File: src/rtl/ticket_pkg.sv
// ticket_pkg: shared definitions for the ticket vending controller.
// Holds the FSM state encoding, coin denominations and the default fare
// tariff constants used by ticket_vend_ctrl and fare_calc.
package ticket_pkg;

  // FSM state encoding, also driven out on the 3-bit state port
  typedef enum logic [2:0] {
    ST_SELFTEST = 3'd0,
    ST_IDLE     = 3'd1,
    ST_INPUT    = 3'd2,
    ST_CALC     = 3'd3,
    ST_CHANGE   = 3'd4,
    ST_ISSUE    = 3'd5,
    ST_FAIL     = 3'd6
  } state_t;

  // Value of each coin input, index 0 upwards
  localparam int unsigned COIN_VAL [4] = '{1, 5, 10, 20};

  // Default tariff
  localparam int FARE_BASE_DEF = 3;   // fare for 0..BAND stations
  localparam int BAND_DEF      = 5;   // stations per short band
  localparam int NBANDS_DEF    = 4;   // short bands before the long tariff
  localparam int LONG_STEP_DEF = 10;  // stations per +1 in the long tariff

  // Upper bound of the per-cycle coin sum (all four coins at once)
  localparam int COIN_SUM_W = 7;

endpackage

File: src/rtl/fare_calc.sv
// fare_calc: total fare for the current selection.
// Ports:
//   clk, rst     clock, asynchronous active-low reset
//   en           power switch, low forces the fare to 0
//   sta1, sta10  station count as two BCD digits
//   tickets      number of tickets
//   fare         registered total fare = per-ticket fare * tickets,
//                truncated to PAY_W bits; lags the inputs by one cycle
module fare_calc
  import ticket_pkg::*;
#(
  parameter int PAY_W     = 8,
  parameter int FARE_BASE = FARE_BASE_DEF,
  parameter int BAND      = BAND_DEF,
  parameter int NBANDS    = NBANDS_DEF,
  parameter int LONG_STEP = LONG_STEP_DEF
) (
  input  logic             clk,
  input  logic             rst,
  input  logic             en,
  input  logic [3:0]       sta1,
  input  logic [3:0]       sta10,
  input  logic [3:0]       tickets,
  output logic [PAY_W-1:0] fare
);

  localparam int SHORT_MAX = BAND * NBANDS;

  int               stations;
  int               per_ticket;
  int               total;
  logic [PAY_W-1:0] fare_next;

  always_comb begin
    stations = 10 * int'(sta10) + int'(sta1);
    if (stations == 0) begin
      per_ticket = FARE_BASE;
    end else if (stations <= SHORT_MAX) begin
      // ceil(stations / BAND) - 1 extra units within the short bands
      per_ticket = FARE_BASE + (stations + BAND - 1) / BAND - 1;
    end else begin
      per_ticket = FARE_BASE + NBANDS - 1 + (stations - SHORT_MAX) / LONG_STEP;
    end
    total     = per_ticket * int'(tickets);
    fare_next = PAY_W'(total);
  end

  // Recomputed every cycle; with tickets==0 the fare is naturally 0, so it
  // follows any clearing of the selection one cycle later.
  always_ff @(posedge clk or negedge rst) begin
    if (!rst) begin
      fare <= '0;
    end else if (!en) begin
      fare <= '0;
    end else begin
      fare <= fare_next;
    end
  end

endmodule

File: src/rtl/ticket_vend_ctrl.sv
// ticket_vend_ctrl: ticket vending machine controller.
// Ports:
//   clk, rst                 clock, asynchronous active-low reset
//   en                       power switch, low clears everything and re-arms self-test
//   inc_tkt/inc_sta1/inc_sta10  selection pulses (ticket count, station digits)
//   coin[NUM_COINS]          coin insertion pulses, values from COIN_VAL
//   confirm, take_change     user pulses
//   state                    current FSM state (ticket_pkg::state_t encoding)
//   tickets, sta1, sta10     selection counters (BCD digits for stations)
//   amount                   money paid, or change while in CHANGE
//   fare                     registered total fare
//   ticket_pulse             one cycle per issued ticket
//   fail                     high while in FAIL
module ticket_vend_ctrl
  import ticket_pkg::*;
#(
  parameter int NUM_COINS    = 3,
  parameter int PAY_W        = 8,
  parameter int MAX_TKT      = 9,
  parameter int FARE_BASE    = FARE_BASE_DEF,
  parameter int BAND         = BAND_DEF,
  parameter int NBANDS       = NBANDS_DEF,
  parameter int LONG_STEP    = LONG_STEP_DEF,
  parameter int TIMEOUT_CYC  = 8191,
  parameter int SELFTEST_CYC = 1536,
  parameter int ISSUE_GAP    = 256,
  parameter int FAIL_CYC     = 1024
) (
  input  logic                 clk,
  input  logic                 rst,
  input  logic                 en,
  input  logic                 inc_tkt,
  input  logic                 inc_sta1,
  input  logic                 inc_sta10,
  input  logic [NUM_COINS-1:0] coin,
  input  logic                 confirm,
  input  logic                 take_change,
  output logic [2:0]           state,
  output logic [3:0]           tickets,
  output logic [3:0]           sta1,
  output logic [3:0]           sta10,
  output logic [PAY_W-1:0]     amount,
  output logic [PAY_W-1:0]     fare,
  output logic                 ticket_pulse,
  output logic                 fail
);

  localparam int ST_W   = $clog2(SELFTEST_CYC + 1);
  localparam int TO_W   = $clog2(TIMEOUT_CYC + 1);
  localparam int GAP_W  = $clog2(ISSUE_GAP + 1);
  localparam int FAIL_W = $clog2(FAIL_CYC + 1);
  localparam int SUM_W  = PAY_W + COIN_SUM_W;

  localparam logic [ST_W-1:0]   ST_LAST   = ST_W'(SELFTEST_CYC - 1);
  localparam logic [TO_W-1:0]   TO_LAST   = TO_W'(TIMEOUT_CYC - 1);
  localparam logic [GAP_W-1:0]  GAP_LAST  = GAP_W'(ISSUE_GAP - 1);
  localparam logic [FAIL_W-1:0] FAIL_LAST = FAIL_W'(FAIL_CYC - 1);
  localparam logic [SUM_W-1:0]  PAY_MAX   = SUM_W'((1 << PAY_W) - 1);

  state_t              state_reg;
  logic [3:0]          tickets_reg;
  logic [3:0]          sta1_reg;
  logic [3:0]          sta10_reg;
  logic [PAY_W-1:0]    amount_reg;
  logic                ticket_pulse_reg;
  logic                fail_reg;
  logic [ST_W-1:0]     st_cnt_reg;
  logic [TO_W-1:0]     idle_cnt_reg;
  logic [GAP_W-1:0]    gap_cnt_reg;
  logic [3:0]          issued_reg;
  logic [FAIL_W-1:0]   fail_cnt_reg;

  logic [COIN_SUM_W-1:0] coin_term [NUM_COINS];
  logic [COIN_SUM_W-1:0] coin_sum;
  logic [SUM_W-1:0]      paid_sum;
  logic [PAY_W-1:0]      paid_next;
  logic [3:0]            tickets_next;
  logic [3:0]            sta1_next;
  logic [3:0]            sta10_next;
  logic                  any_pulse;
  logic                  go_idle;

  // ---------------------------------------------------------------------
  // Coin value per input; several coins in one cycle are summed
  // ---------------------------------------------------------------------
  for (genvar gi = 0; gi < NUM_COINS; gi++) begin : g_coin
    assign coin_term[gi] = coin[gi] ? COIN_SUM_W'(COIN_VAL[gi]) : '0;
  end

  always_comb begin
    coin_sum = '0;
    for (int i = 0; i < NUM_COINS; i++) begin
      coin_sum = coin_sum + coin_term[i];
    end
  end

  // Paid amount saturates at the top of the PAY_W range
  always_comb begin
    paid_sum  = SUM_W'(amount_reg) + SUM_W'(coin_sum);
    paid_next = (paid_sum > PAY_MAX) ? PAY_MAX[PAY_W-1:0] : paid_sum[PAY_W-1:0];
  end

  // Selection counters with wrap-around
  always_comb begin
    tickets_next = tickets_reg;
    sta1_next    = sta1_reg;
    sta10_next   = sta10_reg;
    if (inc_tkt) begin
      tickets_next = (tickets_reg == 4'(MAX_TKT)) ? 4'd0 : tickets_reg + 4'd1;
    end
    if (inc_sta1) begin
      sta1_next = (sta1_reg == 4'd9) ? 4'd0 : sta1_reg + 4'd1;
    end
    if (inc_sta10) begin
      sta10_next = (sta10_reg == 4'd9) ? 4'd0 : sta10_reg + 4'd1;
    end
  end

  assign any_pulse = inc_tkt | inc_sta1 | inc_sta10 | (|coin) | confirm | take_change;

  // Every way back to IDLE that also wipes the transaction
  always_comb begin
    go_idle = 1'b0;
    case (state_reg)
      ST_INPUT, ST_CHANGE: go_idle = !any_pulse && (idle_cnt_reg == TO_LAST);
      ST_ISSUE:            go_idle = (issued_reg == tickets_reg);
      ST_FAIL:             go_idle = (fail_cnt_reg == FAIL_LAST);
      default:             go_idle = 1'b0;
    endcase
  end

  // ---------------------------------------------------------------------
  // Main FSM
  // ---------------------------------------------------------------------
  always_ff @(posedge clk or negedge rst) begin
    if (!rst) begin
      state_reg        <= ST_SELFTEST;
      tickets_reg      <= '0;
      sta1_reg         <= '0;
      sta10_reg        <= '0;
      amount_reg       <= '0;
      ticket_pulse_reg <= 1'b0;
      fail_reg         <= 1'b0;
      st_cnt_reg       <= '0;
      idle_cnt_reg     <= '0;
      gap_cnt_reg      <= '0;
      issued_reg       <= '0;
      fail_cnt_reg     <= '0;
    end else if (!en) begin
      // Powered off: hold everything at reset values; self-test restarts
      // from zero on the first enabled cycle.
      state_reg        <= ST_SELFTEST;
      tickets_reg      <= '0;
      sta1_reg         <= '0;
      sta10_reg        <= '0;
      amount_reg       <= '0;
      ticket_pulse_reg <= 1'b0;
      fail_reg         <= 1'b0;
      st_cnt_reg       <= '0;
      idle_cnt_reg     <= '0;
      gap_cnt_reg      <= '0;
      issued_reg       <= '0;
      fail_cnt_reg     <= '0;
    end else begin
      ticket_pulse_reg <= 1'b0;
      if (go_idle) begin
        state_reg    <= ST_IDLE;
        tickets_reg  <= '0;
        sta1_reg     <= '0;
        sta10_reg    <= '0;
        amount_reg   <= '0;
        fail_reg     <= 1'b0;
        idle_cnt_reg <= '0;
        gap_cnt_reg  <= '0;
        issued_reg   <= '0;
        fail_cnt_reg <= '0;
      end else begin
        case (state_reg)
          ST_SELFTEST: begin
            if (st_cnt_reg == ST_LAST) begin
              state_reg  <= ST_IDLE;
              st_cnt_reg <= '0;
            end else begin
              st_cnt_reg <= st_cnt_reg + 1'b1;
            end
          end

          ST_IDLE: begin
            // The waking pulse is applied immediately
            if (any_pulse) begin
              state_reg    <= ST_INPUT;
              tickets_reg  <= tickets_next;
              sta1_reg     <= sta1_next;
              sta10_reg    <= sta10_next;
              amount_reg   <= paid_next;
              idle_cnt_reg <= '0;
            end
          end

          ST_INPUT: begin
            if (confirm && (tickets_reg != '0)) begin
              // An accepted confirm freezes the selection: other pulses in
              // the same cycle are dropped so the fare and paid amount
              // compared in CALC belong to the same selection.
              state_reg    <= ST_CALC;
              idle_cnt_reg <= '0;
            end else if (any_pulse) begin
              tickets_reg  <= tickets_next;
              sta1_reg     <= sta1_next;
              sta10_reg    <= sta10_next;
              amount_reg   <= paid_next;
              idle_cnt_reg <= '0;
            end else begin
              idle_cnt_reg <= idle_cnt_reg + 1'b1;
            end
          end

          ST_CALC: begin
            // fare already reflects the frozen selection at this point
            if (amount_reg == fare) begin
              state_reg   <= ST_ISSUE;
              gap_cnt_reg <= '0;
              issued_reg  <= '0;
            end else if (amount_reg > fare) begin
              state_reg    <= ST_CHANGE;
              amount_reg   <= amount_reg - fare;
              idle_cnt_reg <= '0;
            end else begin
              state_reg    <= ST_FAIL;
              fail_reg     <= 1'b1;
              fail_cnt_reg <= '0;
            end
          end

          ST_CHANGE: begin
            if (take_change) begin
              state_reg   <= ST_ISSUE;
              amount_reg  <= '0;
              gap_cnt_reg <= '0;
              issued_reg  <= '0;
            end else if (any_pulse) begin
              idle_cnt_reg <= '0;
            end else begin
              idle_cnt_reg <= idle_cnt_reg + 1'b1;
            end
          end

          ST_ISSUE: begin
            // gap counter at 0 means a ticket is due this cycle
            if (gap_cnt_reg == '0) begin
              ticket_pulse_reg <= 1'b1;
              issued_reg       <= issued_reg + 4'd1;
              gap_cnt_reg      <= GAP_LAST;
            end else begin
              gap_cnt_reg <= gap_cnt_reg - 1'b1;
            end
          end

          ST_FAIL: begin
            fail_cnt_reg <= fail_cnt_reg + 1'b1;
          end

          default: begin
            state_reg <= ST_SELFTEST;
          end
        endcase
      end
    end
  end

  fare_calc #(
    .PAY_W    (PAY_W),
    .FARE_BASE(FARE_BASE),
    .BAND     (BAND),
    .NBANDS   (NBANDS),
    .LONG_STEP(LONG_STEP)
  ) u_fare_calc (
    .clk    (clk),
    .rst    (rst),
    .en     (en),
    .sta1   (sta1_reg),
    .sta10  (sta10_reg),
    .tickets(tickets_reg),
    .fare   (fare)
  );

  assign state        = state_reg;
  assign tickets      = tickets_reg;
  assign sta1         = sta1_reg;
  assign sta10        = sta10_reg;
  assign amount       = amount_reg;
  assign ticket_pulse = ticket_pulse_reg;
  assign fail         = fail_reg;

endmodule

File: config.mk
export PLATFORM = sky130hd
export DESIGN_NAME = ticket_vend_ctrl
export DESIGN_NICKNAME = d
export VERILOG_FILES = /design/src/rtl/ticket_pkg.sv /design/src/rtl/fare_calc.sv /design/src/rtl/ticket_vend_ctrl.sv
export SDC_FILE = /design/constraint.sdc
export NUM_CORES = 1
export LEC_CHECK = 0
export BUFFER_PORTS_ARGS = -buffer_cell sky130_fd_sc_hd__buf_4
export CAP_MARGIN = 10
export CORE_ASPECT_RATIO = 1.1
export CORE_MARGIN = 2
export CORE_UTILIZATION = 40
export DETAILED_ROUTE_END_ITERATION = 8
export PLACE_DENSITY = 0.62
export SLEW_MARGIN = 30
export SYNTH_ARGS = -nofsm -noshare
export SYNTH_HDL_FRONTEND = slang
export SYNTH_SLANG_ARGS = --single-unit
File: constraint.sdc
create_clock -name clk -period 15.5 [get_ports clk]
set_input_delay 3.1 -clock clk [delete_from_list [all_inputs] [get_ports clk]]
set_output_delay 3.1 -clock clk [all_outputs]
set_load 0.005 [all_outputs]
==> metrics, run 1 <==
status finished clean; clock buffer count from CTS 9; Fillers 2328; setup ws final 2238 ps; drt wl/cell 17.05 um; ys async rst share 1.000; cts-stage hold buffer count 0; max reg flops 13; Final Max Tran Viols 0; Worst Hold Depth 1; # DRC 0; vias in the first global route 8511; initial antenna violation count 0; TritonCTS clock tree yes; vias 9155; area grow syn2layout 9.321%; Port Buffer Count 43; Setup crit start sta10[3]; post-synth net total 1290; share of the clock period used by the worst path 0.8556; synth unique cells 95; post-CTS sizing 0; first-pass GRT wire length 42.92 mm; WHS Endpoint fail_cnt_reg[6]; die width 149.3 um; Seq cells post-synth 81; final hold viol count 0; Starting Density 0.4063; post-synthesis xor/xnor area fraction 0.07152; grt total ovfl 0; mux contribution to synthesized area 0.01657; Peak VDD IR 69.53 uV; postcts setup bufs 0; hpwl dp 19.56 mm; clk buf depth 2; CORE AREA 22860 um^2; Synth Instances 1205; Syn Area/Cell 7.709 um^2; Ys Warns 0; number of max-cap violations 0; max incr delay on CP 710 ps; ys flop type dfrtp_1; Worst-Skew Late Latency 340 ps; Setup-failing EPs final 0; complex-gate fraction of the synthesized area 0.2765; Routed Wire Length 25.90 mm; RSZ-0062 raised after global routing false; adder and majority gate portion of the synthesized area 0.1134; reg2reg path depth 49; CTS sink cnt 81; # rows 58; antenna diode count 0; CTS clk-pin slew, worst paths 60 ps; DRT iter0 DRCs 671; num ports 44; Routed Antenna Nets 0; Final Critical Period 13260 ps; P_leak 4.422 nW; reg-to-reg critical path startpoint sta10[3]; gr usage total 0.2129; worst slew pin tran 933.5 ps; CP max stage cell nor2_1; r2r endpoint u_fare_calc.fare[7]; cell mode on critical path ha_1; hold_sp fail_cnt_reg[6]; nature of the critical path startpoint flop; TNS Setup 0 ps; drt pass-1 iters 5; post-route cell area 10150 um^2; Post-synth EDFFs 0; Required @ worst endpoint 15780 ps; RePlAce Congestion 0.9405; clk root buf clkbuf_16; fmax 0.07540 GHz; die footprint 24460 um^2; Die Y 163.8 um; area post-placement 9844 um^2; Slew HR 0.3749; sequential share of the synthesized area 0.2182; crit path DAT 13540 ps; nets 1300; maximum fanout along the worst path 16; share of layout cells above drive strength 1 0.08942; Vias/cell 6.027; crit end category flop; dpl ws 2415 ps; Crit Path Category flop to flop; PD cells 136.6 nW/um^2; worst hold-check path type flop to flop; Layout Skew 7.112 ps; Cell Area, Synth 9289 um^2; htree depth 3; flop2flop setup slack 2240 ps; largest family of logic cells by synthesized area compound AO/OA/AOI/OAI gates; Simple-Gate Fraction of Synth Area 0.2546; largest net degree at the start of global routing 82
metrics by stage:
stage                     total power [mW]  cells  hold WS [ps]    util
after floorplan                     0.9459   1205         456.0       -
after detailed placement             1.157   1504         493.5  0.4307
after global placement               1.149   1503         470.9  0.4300
final                                1.387   1519         495.0  0.4442
after CTS                            1.390   1519         503.5  0.4442
after global routing                 1.515   1519         514.0  0.4442
Yosys cell counts (6+ instances only):
library cell	instances	area (um^2)
xor2_1	26	227.7
mux2i_1	12	120.1
nand3_1	53	265.3
a21oi_1	86	430.4
a211oi_1	13	97.59
nor4_1	11	68.82
nor2_1	124	465.5
nand2_1	108	405.4
o211ai_1	16	120.1
fa_1	13	260.3
xnor2_1	39	341.6
dfrtp_1	81	2027
and2_1	30	187.7
o221ai_1	6	52.55
o22a_1	10	87.58
a31oi_1	19	118.9
o21a_1	7	52.55
nand2b_1	11	68.82
nor3_1	37	185.2
clkbuf_1	40	150.1
ha_1	61	763.2
nand4_1	24	150.1
o21ai_0	73	365.4
o21ai_1	10	50.05
buf_2	8	40.04
a21o_1	15	112.6
o31ai_1	13	97.59
and3_1	21	131.4
or3_1	11	68.82
inv_1	61	229.0
nor2b_1	18	112.6
per-layer routing:
metal	part of all wire	global-route usage	vias up
li1	-	-	4454
met1	0.43	0.2699	4312
met2	0.48	0.3680	319
met3	0.051	0.02667	70
met4	0.033	0.08355	0
met5	0	0	-
placed cells by master (no fill, tap or decap), types with 15 or more instances in the layout:
cell      netlist  routed
xnor2_1        39      39
o21ai_0        73      73
ha_1           61      61
nand3_1        53      53
o211ai_1       16      16
nand2_1       108     108
a21o_1         15      15
and3_1         21      21
nor3_1         37      36
nor2b_1        18      18
dfrtp_1        81      81
xor2_1         26      26
inv_1          61      61
a31oi_1        19      19
nand4_1        24      24
nor2_1        124     124
buf_4           2      50
a21oi_1        86      86
and2_1         30      30
power breakdown:
| group | internal [mW] | switching, mW |
|---|---|---|
| clock | 0.140 | 0.0868 |
| sequential | 0.233 | 0.0418 |
| combinational | 0.349 | 0.537 |
worst max path at each step:
stage / endpoint / slack [ps] / depth (start not counted)
detailed placement: u_fare_calc.fare[7] / 2420 / 49
global placement: u_fare_calc.fare[7] / 2850 / 49
floorplan: u_fare_calc.fare[7] / 4860 / 50
global route: u_fare_calc.fare[7] / 1180 / 49
finish: u_fare_calc.fare[7] / 2240 / 49
CTS: u_fare_calc.fare[7] / 2360 / 49
worst max-delay path, delay by kind of cell (launching register included):
family / cells / cell delay [ps]
xor+xnor: 4 / 910
fa+ha+maj: 11 / 4260
compound gates: 12 / 2940
mux: 1 / 80
flops: 1 / 660
buf+inv: 6 / 800
simple gates: 15 / 3510
kinds of logic after synthesis:
| family | Yosys count |
|---|---|
| AO/OA/AOI/OAI | 367 |
| XOR/XNOR | 70 |
| adder cells (fa/ha/maj) | 77 |
| buffers and inverters | 117 |
| flip-flops | 81 |
| multiplexers | 15 |
| AND/OR/NAND/NOR | 478 |
cell type report:
| class | count | area [um^2] | area share |
|---|---|---|---|
| flip-flops and latches | 81 | 2027 | 0.1996 |
| clock inverters | 5 | 81.33 | 0.008009 |
| inverters | 64 | 240.2 | 0.02366 |
| repair buffers | 52 | 391.6 | 0.03857 |
| multi-input cells | 1007 | 6810 | 0.6707 |
| clock buffers | 10 | 229.0 | 0.02255 |
| well taps | 300 | 375.4 | 0.03696 |
No activity file was read; power rests on OpenSTA's default activity.
==> run 2: changes to the inputs <==
RECOVER_POWER = 100   (was not set)
==> run 2 against run 1 <==
  * The run now ends with max-capacitance violations, max-slew violations left
  * Highest routed layer unchanged
  * Cell area fell by 0.38%
  * Largest cell class unchanged
  * Sequential share of layout area rose by 0.076 points
  * Clock skew barely moved
  * Non-clock buffer count did not move
  * Combinational power fell by 0.6%
  * Clock power barely moved
  * Fmax fell by 3.5%
  * Critical endpoint unchanged
  * Global-route usage did not move
  * Worst setup slack got worse by 480 ps
  * Register-to-register slack got worse by 480 ps
==> metrics, run 2 (synthesized netlist as in run 1, its figures left out) <==
status complete, but fails checks (was finished clean); failing checks max-capacitance violations, max-slew violations; DRT iter0 DRCs 684 (was 671); share of the clock period used by the worst path 0.8867 (was 0.8556); # DRC 0 (unchanged); drt wl/cell 17.07 um (was 17.05 um); Vias/cell 6.024 (was 6.027); hold_sp fail_cnt_reg[6] (unchanged); P_leak 4.366 nW (was 4.422 nW); r2r endpoint u_fare_calc.fare[7] (unchanged); Final Max Tran Viols 82 (was 0); fmax 0.07276 GHz (was 0.07540 GHz); WHS Endpoint fail_cnt_reg[6] (unchanged); gr usage total 0.2129 (unchanged); clock buffer count from CTS 9 (unchanged); initial antenna violation count 0 (unchanged); crit end category flop (unchanged); grt total ovfl 0 (unchanged); maximum fanout along the worst path 16 (unchanged); Crit Path Category flop to flop (unchanged); TritonCTS clock tree yes (unchanged); postcts setup bufs 0 (unchanged); die footprint 24460 um^2 (unchanged); Final Critical Period 13740 ps (was 13260 ps); flop2flop setup slack 1760 ps (was 2240 ps); die width 149.3 um (unchanged); cts-stage hold buffer count 0 (unchanged); nature of the critical path startpoint flop (unchanged); TNS Setup 0 ps (unchanged); cell mode on critical path ha_1 (unchanged); PD cells 136.7 nW/um^2 (was 136.6 nW/um^2); Starting Density 0.4063 (unchanged); worst slew pin tran 4445 ps (was 933.5 ps); vias 9150 (was 9155); Slew HR -1.963 (was 0.3749); first-pass GRT wire length 42.92 mm (unchanged); Required @ worst endpoint 15780 ps (about the same); worst hold-check path type flop to flop (unchanged); number of max-cap violations 1 (was 0); Setup-failing EPs final 0 (unchanged); flip-flop and latch area 2027 um^2 (unchanged); Port Buffer Count 43 (unchanged); nets 1300 (unchanged); CTS clk-pin slew, worst paths 60 ps (about the same); Fillers 2339 (was 2328); CORE AREA 22860 um^2 (unchanged); reg-to-reg critical path startpoint sta10[3] (unchanged); final hold viol count 0 (unchanged); vias in the first global route 8511 (unchanged); hpwl dp 19.56 mm (unchanged); final core utilization 0.4425 (was 0.4442); num ports 44 (unchanged); Layout Skew 7.157 ps (was 7.112 ps); commonest non-fill, non-tap cell in the layout nor2_1 (unchanged); clk root buf clkbuf_16 (unchanged); area grow syn2layout 8.904% (was 9.321%); share of layout cells above drive strength 1 0.08121 (was 0.08942); most frequent cells in the layout 124 x nor2_1, 108 x nand2_1, 86 x a21oi_1 (unchanged); CP max stage cell a211oi_1 (was nor2_1); post-CTS sizing 0 (unchanged); Peak VDD IR 69.23 uV (was 69.53 uV); reg2reg path depth 49 (unchanged); Multi-input gate area 6805 um^2 (was 6810 um^2); antenna diode count 0 (unchanged); RePlAce Congestion 0.9405 (unchanged); RSZ-0062 raised after global routing false (unchanged); Die Y 163.8 um (unchanged); # rows 58 (unchanged); max incr delay on CP 870 ps (was 710 ps); Routed Wire Length 25.93 mm (was 25.90 mm); Tot Pwr 1.383 mW (was 1.387 mW); max reg flops 13 (unchanged); drt pass-1 iters 5 (unchanged); Worst-Skew Late Latency 350 ps (was 340 ps); largest net degree at the start of global routing 82 (unchanged); htree depth 3 (unchanged); crit path DAT 14020 ps (was 13540 ps); Worst Hold Depth 1 (unchanged); CTS sink cnt 81 (unchanged); Routed Antenna Nets 0 (unchanged); clk buf depth 2 (unchanged)
run 2: cell type report:
cell class	count	area share
sequential	81	0.2004
tap	300	0.03711
clock inverter	5	0.008040
multi-input combinational	1007	0.6727
timing repair buffer	52	0.03537
inverter	64	0.02375
clock buffer	10	0.02263
run 2: layer usage:
| layer | vias to the layer above | track usage | share of wire |
|---|---|---|---|
| met5 | - | 0 | 0 |
| met4 | 0 | 0.08355 | 0.035 |
| met3 | 77 | 0.02667 | 0.045 |
| met2 | 309 | 0.3680 | 0.49 |
| met1 | 4312 | 0.2699 | 0.43 |
| li1 | 4452 | - | - |
run 2: worst max-delay path, delay by kind of cell, from the launching register on:
kind	cells	cell delay, ps
AO/OA/AOI/OAI	12	3370
XOR/XNOR	4	920
adder cells (fa/ha/maj)	11	4250
buffers and inverters	6	840
flip-flops	1	660
multiplexers	1	80
AND/OR/NAND/NOR	15	3530
run 2: where the power goes:
group,internal [mW],leakage [nW],switching [mW]
Sequential,0.233,1.12,0.0412
Combinational,0.345,3.10,0.536
Clock,0.140,0.149,0.0877
run 2: through the flow:
step	hold WS, ps	std cells	setup WS (ps)	area (um^2)
detailed placement	493.5	1504	2415	9844
global route	514.0	1519	757.0	10120
CTS	503.5	1519	2363	10150
floorplan	456.0	1205	4859	9289
finish	495.1	1519	1757	10120
global placement	470.9	1503	2853	9831
run 2: worst max-delay path by stage:
stage / startpoint / end / slack [ps] / cells past startpoint
6_report: sta10[3] / u_fare_calc.fare[7] / 1760 / 49
5_1_grt: sta10[3] / u_fare_calc.fare[7] / 760 / 49
4_1_cts: sta10[3] / u_fare_calc.fare[7] / 2360 / 49
3_5_place_dp: sta10[3] / u_fare_calc.fare[7] / 2420 / 49
3_3_place_gp: sta10[3] / u_fare_calc.fare[7] / 2850 / 49
2_1_floorplan: sta10[1] / u_fare_calc.fare[7] / 4860 / 50
==> run 3: changes to the inputs <==
CORE_ASPECT_RATIO = 1.5   (was 1.1)
==> run 3 against run 2 <==
  * The run still ends with max-capacitance violations, max-slew violations left
  * Via count grew 0.58%
  * Die area about the same
  * First-iteration DRC count fell by 2.5%
  * Global-route usage is 1.3 points higher
  * Critical path type unchanged
  * Largest cell class unchanged
  * Largest power group unchanged
==> metrics, run 3 (synthesized netlist as in run 1, its figures left out) <==
antenna diode count 0 (unchanged); number of max-cap violations 1 (unchanged); hpwl dp 20.91 mm (was 19.56 mm); initial antenna violation count 0 (unchanged); CTS clk-pin slew, worst paths 60 ps (about the same); CP max stage cell fa_1 (was a211oi_1); crit path DAT 13890 ps (was 14020 ps); Die Y 190.6 um (was 163.8 um); DR top layer met4 (unchanged); grt total ovfl 0 (unchanged); Final Critical Period 13610 ps (was 13740 ps); num ports 44 (unchanged); max reg flops 13 (unchanged); internal power 0.6952 mW (was 0.7180 mW); Setup crit start sta10[3] (unchanged); P_leak 4.342 nW (was 4.366 nW); Routed Wire Length 27.42 mm (was 25.93 mm); Port Buffer Count 43 (unchanged); Routed Antenna Nets 0 (unchanged); RSZ-0062 raised after global routing false (unchanged); TNS Setup 0 ps (unchanged); area post-placement 9829 um^2 (was 9844 um^2); worst hold-check path type flop to flop (unchanged); met2 WL post-DR 14.49 mm (was 12.61 mm); most frequent cells in the layout 124 x nor2_1, 108 x nand2_1, 87 x a21oi_1 (was 124 x nor2_1, 108 x nand2_1, 86 x a21oi_1); CP delay by family, top adder cells (unchanged); fin cells 1501 (was 1519); clk buf depth 2 (unchanged); # rows 68 (was 58); htree depth 3 (unchanged); CORE AREA 22890 um^2 (was 22860 um^2); Sw Share 0.4920 (was 0.4808); gr usage total 0.2262 (was 0.2129); max incr delay on CP 670 ps (was 870 ps); cell mode on critical path ha_1 (unchanged); Vias/cell 6.131 (was 6.024); vias in the first global route 8932 (was 8511); sequential fraction of design power 0.201 (was 0.198); worst slew pin tran 4364 ps (was 4445 ps); Setup-failing EPs final 0 (unchanged); Net Switching 0.6734 mW (was 0.6650 mW); Clk pwr share 0.147 (was 0.165); fmax 0.07346 GHz (was 0.07276 GHz); nature of the critical path startpoint flop (unchanged); commonest non-fill, non-tap cell in the layout nor2_1 (unchanged); post-route cell area 10050 um^2 (was 10120 um^2); first-pass GRT wire length 44.85 mm (was 42.92 mm); Peak VDD IR 68.52 uV (was 69.23 uV); Worst-Skew Late Latency 350 ps (about the same); hold_sp fail_cnt_reg[10] (was fail_cnt_reg[6]); area grow syn2layout 8.189% (was 8.904%); die width 128.4 um (was 149.3 um); clock buffer count from CTS 9 (unchanged); CTS sink cnt 81 (unchanged); Starting Density 0.4059 (was 0.4063); final hold viol count 0 (unchanged); PD cells 136.2 nW/um^2 (was 136.7 nW/um^2); Final Max Tran Viols 82 (unchanged); failing checks max-capacitance violations, max-slew violations (unchanged); drt pass-1 iters 7 (was 5); DRT iter0 DRCs 667 (was 684); Layout Skew 5.917 ps (was 7.157 ps); Inst Count DP 1485 (was 1504); status complete, but fails checks (unchanged); crit end category flop (unchanged); postcts setup bufs 0 (unchanged); vias 9203 (was 9150); Required @ worst endpoint 15770 ps (was 15780 ps); cts-stage hold buffer count 0 (unchanged); largest net degree at the start of global routing 82 (unchanged); post-CTS sizing 0 (unchanged); met1 wire length 10.84 mm (was 11.23 mm); reg-to-reg critical path startpoint sta10[3] (unchanged); share of the clock period used by the worst path 0.8783 (was 0.8867); TritonCTS clock tree yes (unchanged); drt wl/cell 18.27 um (was 17.07 um); share of layout cells above drive strength 1 0.07617 (was 0.08121); die footprint 24480 um^2 (was 24460 um^2); Crit Path Category flop to flop (unchanged); clk root buf clkbuf_16 (unchanged); nets 1301 (was 1300); # DRC 0 (unchanged); combinational fraction of design power 0.652 (was 0.637); routed wl met3 974 um (was 1.179 mm); Slew HR -1.909 (was -1.963); maximum fanout along the worst path 16 (unchanged); RePlAce Congestion 0.9600 (was 0.9405); WP buf/inv 6 (unchanged)
run 3: per-layer routing:
layer,track usage,up-vias
li1,-,4462
met1,0.2495,4365
met2,0.4298,294
met3,0.01796,82
met4,0.1086,0
met5,0,-
run 3: path summary, 6_finish.rpt:
kind / to / slack [ps] / cells after the start
worst min-delay path: fail_cnt_reg[10] / 490 / 1
worst max-delay path: u_fare_calc.fare[7] / 1890 / 49
min in group asynchronous: idle_cnt_reg[2] / 4290 / 1
max in group asynchronous: st_cnt_reg[6] / 8750 / 1
worst min register to register: fail_cnt_reg[10] / 490 / 1
worst max register to register: u_fare_calc.fare[7] / 1890 / 49
run 3: power groups by stage:
stage / sequential, mW / clock, mW / combinational [mW]
finish: 0.275 / 0.201 / 0.893
global route: 0.279 / 0.217 / 0.991
CTS: 0.275 / 0.207 / 0.892
detailed placement: 0.279 / 0 / 0.887
global placement: 0.279 / 0 / 0.876
floorplan: 0.261 / 0 / 0.685
run 3: layout make-up:
cell class                      instances  area (um^2)
Clock buffer                           14        264.0
Clock inverter                          2        12.51
Fill cell                            2342        12840
Inverter                               64        240.2
Multi-Input combinational cell       1007         6807
Sequential cell                        81         2027
Tap cell                              280        350.3
Timing Repair Buffer                   53        349.1
run 3: worst register-to-register path: cells and delay by family (launching register included):
kind	cells	cell delay (ps)
fa+ha+maj	11	4310
simple gates	15	3610
compound gates	12	3040
buf+inv	6	930
xor+xnor	4	910
flops	1	660
mux	1	80
run 3: stage by stage:
stage | utilization | power [mW] | hold WS [ps] | worst slack [ps]
after floorplan | - | 0.9459 | 456.0 | 4859
after detailed placement | 0.4295 | 1.166 | 480.7 | 2391
after global placement | 0.4291 | 1.155 | 475.5 | 2687
after global routing | 0.4391 | 1.487 | 520.7 | 727.3
after CTS | 0.4416 | 1.374 | 493.9 | 2330
final | 0.4391 | 1.369 | 488.7 | 1887
